--- config.mk ---
export PLATFORM = sky130hd
export DESIGN_NAME = cla_addsub_pipe
export DESIGN_NICKNAME = d
export VERILOG_FILES = /design/src/rtl/cla_addsub_pipe.sv
export SDC_FILE = /design/constraint.sdc
export NUM_CORES = 1
export LEC_CHECK = 0
export CAP_MARGIN = 20
export CORE_AREA = 2 2 115 117
export CTS_BUF_LIST = sky130_fd_sc_hd__clkbuf_8
export DETAILED_ROUTE_END_ITERATION = 10
export DIE_AREA = 0 0 117 119
export PLACE_DENSITY = 0.81
export SLEW_MARGIN = 30
export SYNTH_ARGS = -nofsm -noshare
export SYNTH_HDL_FRONTEND = slang
export SYNTH_SLANG_ARGS = --single-unit
--- constraint.sdc ---
create_clock -name clk -period 8.8 [get_ports clk]
set_clock_uncertainty 0.1 [all_clocks]
set_input_delay 1.76 -clock clk [delete_from_list [all_inputs] [get_ports clk]]
set_output_delay 1.76 -clock clk [all_outputs]
set_load 0.05 [all_outputs]
--- src/rtl/cla_addsub_pipe.sv ---
// Pipelined carry-lookahead adder/subtractor: WIDTH bits resolved SLICE bits per stage,
// 4-bit CLA groups with a second-level lookahead per slice, valid/ready with global stall.
module cla_addsub_pipe #(
    parameter int WIDTH = 32,
    parameter int SLICE = 16
) (
    input  logic             clk,
    input  logic             rst,
    input  logic             in_valid,
    output logic             in_ready,
    input  logic [WIDTH-1:0] in_a,
    input  logic [WIDTH-1:0] in_b,
    input  logic             in_cin,
    input  logic             in_sub,
    output logic             out_valid,
    input  logic             out_ready,
    output logic [WIDTH-1:0] out_s,
    output logic             out_cout,
    output logic             out_ovf,
    output logic             out_zero,
    output logic             out_neg
);

    localparam int NSTAGE = WIDTH / SLICE;
    localparam int NGRP   = SLICE / 4;
    localparam int FWD_W  = (NSTAGE > 1) ? (NSTAGE * WIDTH - (SLICE * NSTAGE * (NSTAGE - 1)) / 2 - WIDTH) : 1;

    // Offset of rank r's forwarded B operand inside fwd_s; rank r keeps only B[WIDTH-1:SLICE*r].
    function automatic int fwd_off(input int r);
        return r * WIDTH - (SLICE * r * (r - 1)) / 2 - WIDTH;
    endfunction

    // One slice: returns {carry_out, sum}. Group P/G feed a sum-of-products lookahead across groups.
    function automatic logic [SLICE:0] cla_slice(
        input logic [SLICE-1:0] a,
        input logic [SLICE-1:0] b,
        input logic             cin
    );
        logic [SLICE-1:0] p;
        logic [SLICE-1:0] g;
        logic [SLICE-1:0] c;
        logic [NGRP-1:0]  gp;
        logic [NGRP-1:0]  gg;
        logic [NGRP:0]    gc;
        logic             prod;
        logic             term;
        int               base;
        p = a ^ b;
        g = a & b;
        for (int j = 0; j < NGRP; j++) begin
            base  = 4 * j;
            gp[j] = &p[base +: 4];
            gg[j] = g[base+3] | (p[base+3] & g[base+2]) | (p[base+3] & p[base+2] & g[base+1])
                  | (p[base+3] & p[base+2] & p[base+1] & g[base]);
        end
        gc[0] = cin;
        for (int j = 0; j < NGRP; j++) begin
            prod = 1'b1;
            term = 1'b0;
            for (int i = j; i >= 0; i--) begin
                term = term | (gg[i] & prod);
                prod = prod & gp[i];
            end
            gc[j+1] = term | (prod & cin);
        end
        for (int j = 0; j < NGRP; j++) begin
            base      = 4 * j;
            c[base]   = gc[j];
            c[base+1] = g[base] | (p[base] & gc[j]);
            c[base+2] = g[base+1] | (p[base+1] & g[base]) | (p[base+1] & p[base] & gc[j]);
            c[base+3] = g[base+2] | (p[base+2] & g[base+1]) | (p[base+2] & p[base+1] & g[base])
                      | (p[base+2] & p[base+1] & p[base] & gc[j]);
        end
        return {gc[NGRP], p ^ c};
    endfunction

    // Rank 0 is the operand register; rank r holds sums of slices below r and raw A above.
    logic [NSTAGE:0]            v_r;
    logic [NSTAGE:0][WIDTH-1:0] x_r;
    logic [NSTAGE:0]            c_r;
    logic [NSTAGE:1]            z_r;
    logic                       ovf_r;
    logic                       rdy_en_r;

    logic                       stall_s;
    logic                       accept_s;
    logic [WIDTH-1:0]           b_eff_s;
    logic                       c0_s;

    wire  [NSTAGE:1][WIDTH-1:0] x_nxt_s;
    wire  [NSTAGE:1]            c_nxt_s;
    wire  [NSTAGE:1]            z_nxt_s;
    wire  [FWD_W-1:0]           fwd_s;
    wire                        ovf_nxt_s;

    assign stall_s  = v_r[NSTAGE] & ~out_ready;
    assign in_ready = rdy_en_r & ~stall_s;
    assign accept_s = in_valid & in_ready;
    assign b_eff_s  = in_sub ? ~in_b : in_b;
    assign c0_s     = in_sub ? ~in_cin : in_cin;

    assign out_valid = v_r[NSTAGE];
    assign out_s     = x_r[NSTAGE];
    assign out_cout  = c_r[NSTAGE];
    assign out_ovf   = ovf_r;
    assign out_zero  = z_r[NSTAGE];
    assign out_neg   = x_r[NSTAGE][WIDTH-1];

    if (NSTAGE == 1) begin : g_nofwd
        assign fwd_s = 1'b0;
    end

    for (genvar k = 0; k < NSTAGE; k++) begin : g_stage
        localparam int BW = WIDTH - SLICE * k;
        logic [BW-1:0]    b_r;
        logic [SLICE-1:0] a_sl_s;
        logic [SLICE:0]   res_s;
        logic [WIDTH-1:0] x_upd_s;
        logic             z_in_s;

        assign a_sl_s = x_r[k][SLICE*k +: SLICE];
        assign res_s  = cla_slice(a_sl_s, b_r[SLICE-1:0], c_r[k]);

        if (k == 0) begin : g_first
            // Conditioned operand B captured on accept.
            always_ff @(posedge clk or posedge rst) begin
                if (rst) begin
                    b_r <= {BW{1'b0}};
                end else if (!stall_s && accept_s) begin
                    b_r <= b_eff_s;
                end
            end
            assign z_in_s = 1'b1;
        end else begin : g_next
            localparam int OFF = fwd_off(k);
            // Unconsumed upper B bits handed on from the previous rank.
            always_ff @(posedge clk or posedge rst) begin
                if (rst) begin
                    b_r <= {BW{1'b0}};
                end else if (!stall_s && v_r[k-1]) begin
                    b_r <= fwd_s[OFF +: BW];
                end
            end
            assign z_in_s = z_r[k];
        end

        if (k < NSTAGE - 1) begin : g_fwd
            assign fwd_s[fwd_off(k+1) +: BW-SLICE] = b_r[BW-1:SLICE];
        end else begin : g_last
            // Carry into the MSB is recovered as sum ^ a ^ b at the top bit.
            assign ovf_nxt_s = res_s[SLICE] ^ (res_s[SLICE-1] ^ a_sl_s[SLICE-1] ^ b_r[SLICE-1]);
        end

        // Splice this slice's sum into the A/sum word.
        always_comb begin
            x_upd_s = x_r[k];
            x_upd_s[SLICE*k +: SLICE] = res_s[SLICE-1:0];
        end

        assign x_nxt_s[k+1] = x_upd_s;
        assign c_nxt_s[k+1] = res_s[SLICE];
        assign z_nxt_s[k+1] = z_in_s & ~(|res_s[SLICE-1:0]);
    end

    // Valid, sum/operand, carry, zero and overflow ranks; the whole pipe freezes on stall.
    always_ff @(posedge clk or posedge rst) begin
        if (rst) begin
            v_r      <= {(NSTAGE+1){1'b0}};
            x_r      <= {((NSTAGE+1)*WIDTH){1'b0}};
            c_r      <= {(NSTAGE+1){1'b0}};
            z_r      <= {NSTAGE{1'b0}};
            ovf_r    <= 1'b0;
            rdy_en_r <= 1'b0;
        end else begin
            rdy_en_r <= 1'b1;
            if (!stall_s) begin
                v_r[0] <= accept_s;
                if (accept_s) begin
                    x_r[0] <= in_a;
                    c_r[0] <= c0_s;
                end
                for (int r = 1; r <= NSTAGE; r++) begin
                    v_r[r] <= v_r[r-1];
                    if (v_r[r-1]) begin
                        x_r[r] <= x_nxt_s[r];
                        c_r[r] <= c_nxt_s[r];
                        z_r[r] <= z_nxt_s[r];
                    end
                end
                if (v_r[NSTAGE-1]) begin
                    ovf_r <= ovf_nxt_s;
                end
            end
        end
    end

endmodule

==> flow_summary.yaml, run 1 <==
power_and_ir_drop:
  switching_share: 0.417
  p_clk_frac: 0.169
  ir_drop_mv: 0.139
  p_leak_nw: 4.05
  combPwrFrac: 0.492
  power_density_nw_per_um2: 371
  switching_power_w: 0.00140
  intPower_w: 0.00196
  seqPwrFrac: 0.339
setup_path:
  critPathCaptureType: "output pin"
  cp_max_fo: 7
  cp.arrival_ns: 3.58
  reg2reg_setup_slack_ns: 4.87
  crit_type: "in2out"
  cp.required_ns: 6.94
  r2r-start: "g_stage[1].b_r[0]"
  crit_path_start_kind: "input pin"
  r2r-end: "z_r[2]"
  ff2ff_path_depth: 16
run:
  cap_violations: 0
clocking:
  post-cts-setup-buffers: 0
  cts_buffer_depth: 2
  cts_tree: "done"
  clkTransAtPathRegs_ns: 0.08
  ctsResizeCount: 0
  clock-sinks: 154
  ctsHoldBuffers: 0
  htree_levels: 4
  root_buffer: "clkbuf_8"
  clk_latency_ns: 0.45
  cts_made_buffers: 17
timing:
  post-route-period-util: 0.618
  tightest_slew_ns: 0.900
  tns_ns: 0
  fmax_mhz: 184
  setup_viol: 0
  relSlewSlack: 0.400
  min_period_ns: 5.44
  rsz0062_at_grt: "no"
  slew_violations: 0
  hold_viol_final: 0
  whs_ns: 0.378
  postLayoutSetupSlackWorst_ns: 3.36
yosys:
  yosysTopAreaCell: "dfrtp_1"
  ys_seq_area_frac: 0.518
  synth.ff_latch_count: 154
  ys_async_sr_fraction: 1.00
  synthDistinctLibCells: 59
  ys.flop_type: "dfrtp_1"
  synthCells: 656
  yosysWarnings: 0
  synth_area_um2: 7440
  synthTopCellsByArea: "dfrtp_1, mux2_2, nand2_1"
  synthesis.nets: 766
  syn_area_per_cell_um2: 11.3
  yosysMostFrequentCell: "dfrtp_1"
  synth.top_cell.area_share: 0.518
  synth_commonest_cells: "dfrtp_1, nand2_1, mux2_2, o21ai_0, xnor2_1"
  synth_edf_count: 0
drt:
  drt_wl_total_um: 15400
  drc_errors: 0
  vias_per_cell: 5.46
  routedWlPerCell_um: 16.3
  drt_iter0_markers: 307
  vias: 5166
  drt_pass1_iterations: 5
  ant_nets: 0
grt:
  grt_pass1_vias: 5258
  track_usage: 0.237
  grt-ovfl-total: 0
  antenna_found_initial: 0
  grt_first_pass_wirelength_um: 25500
  grt_max_degree: 100
die:
  die_w_um: 117
  std_cell_rows: 42
  core_um2: 12900
  start_util: 0.578
  die-area_um2: 13900
  ios: 108
  die_y_um: 119
placed_design:
  post-place-ws_ns: 3.37
  hpwlAfterDp_um: 10900
  dp.cells: 914
  placed_area_um2: 8650
  gp_congestion: 0.900
  io_buffer_count: 107
min_path:
  worstHoldPathCells: 2
  hp-class: "reg2reg"
  hp-start: "out_s[6]"
  holdPathEnd: "out_s[6]"
finish:
  fin_area_um2: 9080
  fin_nets: 867
  drive_above_1_share: 0.166
  antenna_cells: 0
  syn_to_final_growth_pct: 22.1
  fin_cells: 946
run_status:
  status: "finished clean"
[per-layer routing]
metal | GRT usage | vias to the layer above | routed length (µm)
li1 | - | 2465 | -
met5 | 0 | - | 0
met1 | 0.341 | 2533 | 6960
met3 | 0.0494 | 15 | 851
met4 | 0.0669 | 0 | 174
met2 | 0.367 | 153 | 7400
[power groups by stage]
stage | clock network [W] | logic [W] | registers [W]
after floorplan | 0 | 0.000939 | 0.00136
after global placement | 0 | 0.00156 | 0.00114
after detailed placement | 0 | 0.00163 | 0.00115
after CTS | 0.000581 | 0.00166 | 0.00114
after global routing | 0.000614 | 0.00179 | 0.00117
final | 0.000570 | 0.00166 | 0.00114
[area by class of cell]
type                    instances  area (µm²)
clock inverters                15         200
well taps                     176         220
multi-input cells             460        3420
flip-flops and latches        154        3850
repair buffers                111        1100
inverters                      13        53.8
clock buffers                  17         234
fillers                       936        3790
[placed cells by master, fill, tap and decap left out, types with 4 or more instances in the layout]
cell type / count
dfrtp_1: 154
nand2_1: 115
clkdlybuf4s50_1: 106
mux2_2: 72
o21ai_0: 61
xnor2_1: 45
ha_1: 32
clkbuf_8: 17
nor2_1: 14
inv_1: 12
xor2_1: 11
a21oi_1: 10
a21o_1: 9
fa_1: 8
nor3_1: 7
o21a_1: 6
a211oi_1: 5
o31ai_1: 5
clkinv_4: 5
nand4_1: 4
clkinv_2: 4
bufinv_16: 4
[through the flow]
| step | total power, W | utilization |
|---|---|---|
| after floorplan | 0.00230 | - |
| after global placement | 0.00270 | 0.671 |
| after detailed placement | 0.00279 | 0.672 |
| after CTS | 0.00338 | 0.705 |
| after global routing | 0.00358 | 0.706 |
| final | 0.00337 | 0.706 |
[flip-flops by register name, indices dropped and copies added (netlist names)]
register,count
g_stage.b_r,48
g_stage.a_sl_s,32
g_stage.x_upd_s,32
out_s,32
c_r,3
v_r,3
z_r,2
out_ovf,1
rdy_en_r,1
[worst max-delay path by stage]
stage	from	endpoint	slack [ns]	cells after the start
2_1_floorplan	rst	c_r[0]	2.79	1
3_3_place_gp	out_ready	in_ready	3.39	4
3_5_place_dp	out_ready	in_ready	3.37	4
4_1_cts	out_ready	in_ready	3.36	4
5_1_grt	out_ready	in_ready	3.30	4
6_report	out_ready	in_ready	3.36	4
[kinds of logic after synthesis]
family,after synthesis,synth area share
other cells,1,0.000504
compound gates,124,0.110
mux,73,0.110
simple gates,166,0.0972
fa+ha+maj,40,0.0753
buf+inv,42,0.0232
flops,154,0.518
xor+xnor,56,0.0659
[worst max-delay path, cell delays in order]
cell,delay [ns]
clkdlybuf4s50_1,0.45
nand2b_1,0.32
and2_1,0.24
clkdlybuf4s50_1,0.82
Note: power is estimated with default switching activity, not from simulation.
==> inputs of run 2 (changes only) <==
Settings changed: CORE_AREA 2 2 115 117 to 2 2 118 120, DIE_AREA 0 0 117 119 to 0 0 120 122, PLACE_DENSITY 0.81 to 0.78.
Clock period 8.8 ns to 5.2 ns, I/O delays scaled along.
==> run 2 against run 1 <==
  * Sequential share of layout area fell by 0.58 points
  * Via count fell by 0.41%
  * First-iteration DRC count rose by 6.2%
  * Global-route usage fell by 1.9 points
  * Sequential power rose by 69%
  * Wire length fell by 0.18%
  * Die area rose by 5.1%
  * Sequential cell count did not move
  * Clock power rose by 74%
  * Critical path depth rose by 1
  * Combinational power rose by 69%
  * Register-to-register slack got worse by 3.5 ns
  * Critical path type unchanged
  * Largest cell class unchanged
==> flow_summary.yaml, run 2 (same netlist as run 1, synthesis figures left out) <==
run_status:
  status: "finished clean"
timing:
  post-route-period-util: 0.763
  setup_viol: 0
  relSlewSlack: 0.495
  hold_viol_final: 0
  rsz0062_at_grt: "no"
  min_period_ns: 3.97
  slew_violations: 0
  fmax_mhz: 252
  tightest_slew_ns: 0.758
  tns_ns: 0
  postLayoutSetupSlackWorst_ns: 1.23
power_and_ir_drop:
  p_leak_nw: 4.12
  power_density_nw_per_um2: 622
  ir_drop_mv: 0.239
drt:
  drc_errors: 0
  drt_wl_total_um: 15400
  drt_pass1_iterations: 4
  routedWlPerCell_um: 16.1
  vias: 5145
  drt_iter0_markers: 326
  vias_per_cell: 5.38
  ant_nets: 0
finish:
  fin_nets: 873
  fin_area_um2: 9210
  fill_cells: 947
  drive_above_1_share: 0.171
  top_register: "g_stage.b_r"
  layout.cells.most_common: "dfrtp_1"
  syn_to_final_growth_pct: 23.8
  layout_common_cells: "dfrtp_1, nand2_1, clkdlybuf4s50_1"
  register_area_um2: 3850
  multiInputGateArea_um2: 3420
  largest_reg_flops: 48
  antenna_cells: 0
die:
  std_cell_rows: 43
  die_y_um: 122
  core_um2: 13500
  die_w_um: 120
  die-area_um2: 14600
  ios: 108
  start_util: 0.551
setup_path:
  critPathTopFamily: "buffers and inverters"
  cp.required_ns: 4.06
  ff2ff_path_depth: 16
  critPathCaptureType: "output pin"
  crit_path_start_kind: "input pin"
  cpPeakStageDelay_ns: 0.84
  cp.arrival_ns: 2.83
  crit_slowest_cell: "clkdlybuf4s50_1"
  reg2reg_setup_slack_ns: 1.34
  r2r-start: "g_stage[1].b_r[1]"
  worst-path-buf-inv: 3
  r2r-end: "z_r[2]"
  cp_num_cells: 5
  crit_type: "in2out"
  cp_max_fo: 7
  worst_path_most_repeated_cell: "clkdlybuf4s50_1"
  crit_chain: "clkdlybuf4s50_1, nand2b_1, buf_4, and2_1, clkdlybuf4s50_1"
min_path:
  hp-start: "g_stage[1].x_upd_s[11]"
  worstHoldPathCells: 2
  holdPathEnd: "out_s[11]"
  hp-class: "reg2reg"
clocking:
  ctsHoldBuffers: 0
  clock-sinks: 154
  cts_made_buffers: 17
  post-cts-setup-buffers: 0
  htree_levels: 4
  cts_tree: "done"
  root_buffer: "clkbuf_8"
  ctsResizeCount: 0
  cts_buffer_depth: 2
  clkTransAtPathRegs_ns: 0.07
  clk_latency_ns: 0.45
grt:
  grt_max_degree: 65
  antenna_found_initial: 0
  grt-ovfl-total: 0
  grt_pass1_vias: 5119
  track_usage: 0.218
  grt_first_pass_wirelength_um: 24800
run:
  cap_violations: 0
placed_design:
  post-place-ws_ns: 1.27
  placed_area_um2: 8730
  gp_congestion: 0.868
  io_buffer_count: 107
  hpwlAfterDp_um: 11400
-- run 2: changes by cell type in the layout (fill, tap and decap cells not counted) --
cell and delta:
clkbuf_8 +8, clkinv_4 -5, buf_12 +2, buf_16 +2
buf_6 -2, buf_4 +4, inv_6 -2, inv_1 +1
bufinv_16 -1, clkinv_2 -1
-- run 2: worst max-delay path by stage --
stage | startpoint | end | slack [ns]
after CTS | out_ready | in_ready | 1.25
after floorplan | g_stage[1].b_r[0] | z_r[2] | 1.65
after global placement | out_ready | in_ready | 1.27
after global routing | g_stage[1].b_r[1] | z_r[2] | 1.07
final | out_ready | in_ready | 1.23
after detailed placement | out_ready | in_ready | 1.27
-- run 2: through the flow --
step / total power (W) / util / hold slack [ns] / cells
finish: 0.00573 / 0.682 / 0.371 / 956
global route: 0.00608 / 0.682 / 0.392 / 956
CTS: 0.00573 / 0.680 / 0.376 / 955
detailed placement: 0.00472 / 0.646 / 0.358 / 923
global placement: 0.00458 / 0.643 / 0.350 / 921
floorplan: 0.00390 / - / 0.333 / 656
-- run 2: tightest hold or removal path: stages, from the launching register on --
cell,delay (ns)
dfrtp_1,0.35
nand2_1,0.05
nand2_1,0.05
-- run 2: report_power, final --
part           switching [W]  total [W]  internal, W
Combinational        0.00164    0.00281      0.00117
Clock               0.000415   0.000989     0.000574
Sequential          0.000291    0.00193      0.00164
-- run 2: routing by layer --
layer	global-route usage	up-vias	routed length, µm
met2	0.336	133	7010
met3	0.0426	27	667
met4	0.0838	0	300
met5	0	-	0
met1	0.308	2515	7380
li1	-	2470	-
-- run 2: cell type report --
type,instances,area share
clock inverter,7,0.0118
sequential,154,0.418
inverter,13,0.00571
clock buffer,25,0.0374
tap,180,0.0245
timing repair buffer,117,0.131
multi-input combinational,460,0.371
==> inputs of run 3 (changes only) <==
Clock period 5.2 ns to 3.7 ns, I/O delays scaled along.
==> run 3 against run 2 <==
  * The run now ends with setup timing left
  * Die area stayed put
  * Via count is 0.31% lower
  * Sequential share of layout area is 0.37 points lower
  * Critical path depth is 11 higher
  * Largest cell class unchanged
==> flow_summary.yaml, run 3 (same netlist as run 1, synthesis figures left out) <==
run_status:
  status: "finished, violations left"
  violations: "setup timing"
finish:
  postLayoutCoreUtil: 0.688
  fin_cells: 964
  fin_nets: 881
  largest_reg_flops: 48
  antenna_cells: 0
  layout.cells.most_common: "dfrtp_1"
  layout_common_cells: "dfrtp_1, nand2_1, clkdlybuf4s50_1"
  syn_to_final_growth_pct: 24.9
  drive_above_1_share: 0.185
  fill_cells: 978
  top_register: "g_stage.b_r"
timing:
  tns_ns: -0.0291
  fmax_mhz: 268
  whs_ns: 0.372
  rsz0062_at_grt: "yes"
  postLayoutSetupSlackWorst_ns: -0.0291
  min_period_ns: 3.73
  relSlewSlack: 0.390
  tightest_slew_ns: 0.915
  slew_violations: 0
  post-route-period-util: 1.01
  setup_viol: 1
  hold_viol_final: 0
drt:
  routedWlPerCell_um: 15.6
  vias_per_cell: 5.32
  drt_wl_total_um: 15100
  drc_errors: 0
  drt_pass1_iterations: 6
  vias: 5129
  drt_iter0_markers: 379
  ant_nets: 0
clocking:
  cts_buffer_depth: 2
  cts_tree: "done"
  ctsHoldBuffers: 0
  clk_latency_ns: 0.45
  htree_levels: 4
  cts_made_buffers: 17
  clkTransAtPathRegs_ns: 0.08
  root_buffer: "clkbuf_8"
  clock-sinks: 154
grt:
  antenna_found_initial: 0
  grt-ovfl-total: 0
  grt_max_degree: 67
  grt_pass1_vias: 5133
  track_usage: 0.220
  grt_first_pass_wirelength_um: 25100
placed_design:
  post-place-ws_ns: -0.114
  io_buffer_count: 107
  gp_congestion: 0.917
  dp.cells: 927
  hpwlAfterDp_um: 11300
min_path:
  hp-start: "g_stage[1].x_upd_s[1]"
  hp-class: "reg2reg"
  holdPathEnd: "out_s[1]"
  worstHoldPathCells: 2
die:
  core_um2: 13500
  start_util: 0.551
  die_y_um: 122
  ios: 108
  die-area_um2: 14600
  die_w_um: 120
  std_cell_rows: 43
setup_path:
  cp_max_fo: 3
  crit_type: "reg2reg"
  cp.arrival_ns: 4.02
  critPathCaptureType: "flip-flop"
  reg2reg_setup_slack_ns: -0.03
  r2r-end: "z_r[2]"
  crit_path_start_kind: "flip-flop"
  r2r-start: "g_stage[1].b_r[4]"
  ff2ff_path_depth: 16
  cp.required_ns: 3.99
run:
  cap_violations: 0
power_and_ir_drop:
  p_leak_nw: 4.15
  power_density_nw_per_um2: 887
  ir_drop_mv: 0.319
run 3: cell type report:
cell class | count | area, µm² | share of cell area
Sequential cell | 154 | 3850 | 0.415
Timing Repair Buffer | 125 | 1250 | 0.134
Clock inverter | 10 | 148 | 0.0159
Multi-Input combinational cell | 460 | 3460 | 0.373
Tap cell | 180 | 225 | 0.0242
Inverter | 13 | 52.6 | 0.00566
Clock buffer | 22 | 303 | 0.0326
run 3: worst max-delay path by stage:
stage,cells after the start,slack [ns],endpoint,start
2_1_floorplan,16,0.15,z_r[2],g_stage[1].b_r[0]
3_3_place_gp,16,0.06,z_r[2],g_stage[1].b_r[0]
3_5_place_dp,16,-0.11,z_r[2],g_stage[1].b_r[0]
4_1_cts,16,0.02,z_r[2],g_stage[1].b_r[3]
5_1_grt,16,-0.16,z_r[2],g_stage[1].b_r[4]
6_report,16,-0.03,z_r[2],g_stage[1].b_r[4]
run 3: what timing repair did:
item,in CTS,in global routing
setup buffers,3,2
setup endpoints to repair,1,2
resized for setup,5,3
pin swaps,12,10
run 3: where the power goes:
part	total [W]	switching (W)	internal (W)	leakage (nW)
sequential	0.00272	0.000415	0.00230	1.88
clock	0.00140	0.000586	0.000815	0.240
combinational	0.00413	0.00233	0.00180	2.03
run 3: worst max-delay path: stages (launching register included):
cell	delay [ns]
dfrtp_1	0.42
ha_1	0.30
o21a_1	0.12
nor2_1	0.05
or4_4	0.52
a21boi_4	0.15
or2_4	0.14
a21oi_2	0.07
o21bai_1	0.16
fa_1	0.48
nor2_2	0.12
nand4_1	0.11
nor2_1	0.12
nand4_1	0.17
a2111oi_4	0.37
a22o_1	0.19
a31o_1	0.09
run 3: per-stage QoR:
stage               area (µm²)  power, W
CTS                       9270   0.00818
finish                    9290   0.00825
global route              9290   0.00879
detailed placement        8760   0.00666
floorplan                 7440   0.00547
global placement          8760   0.00649
run 3: per-layer routing:
metal  vias up  share of wire  GRT usage  wire length (µm)
met2       125           0.45      0.329              6790
met4         0          0.012     0.0721               182
met5         -              0          0                 0
met1      2486           0.50      0.323              7500
met3        17          0.039     0.0463               593
li1       2501              -          -                 -
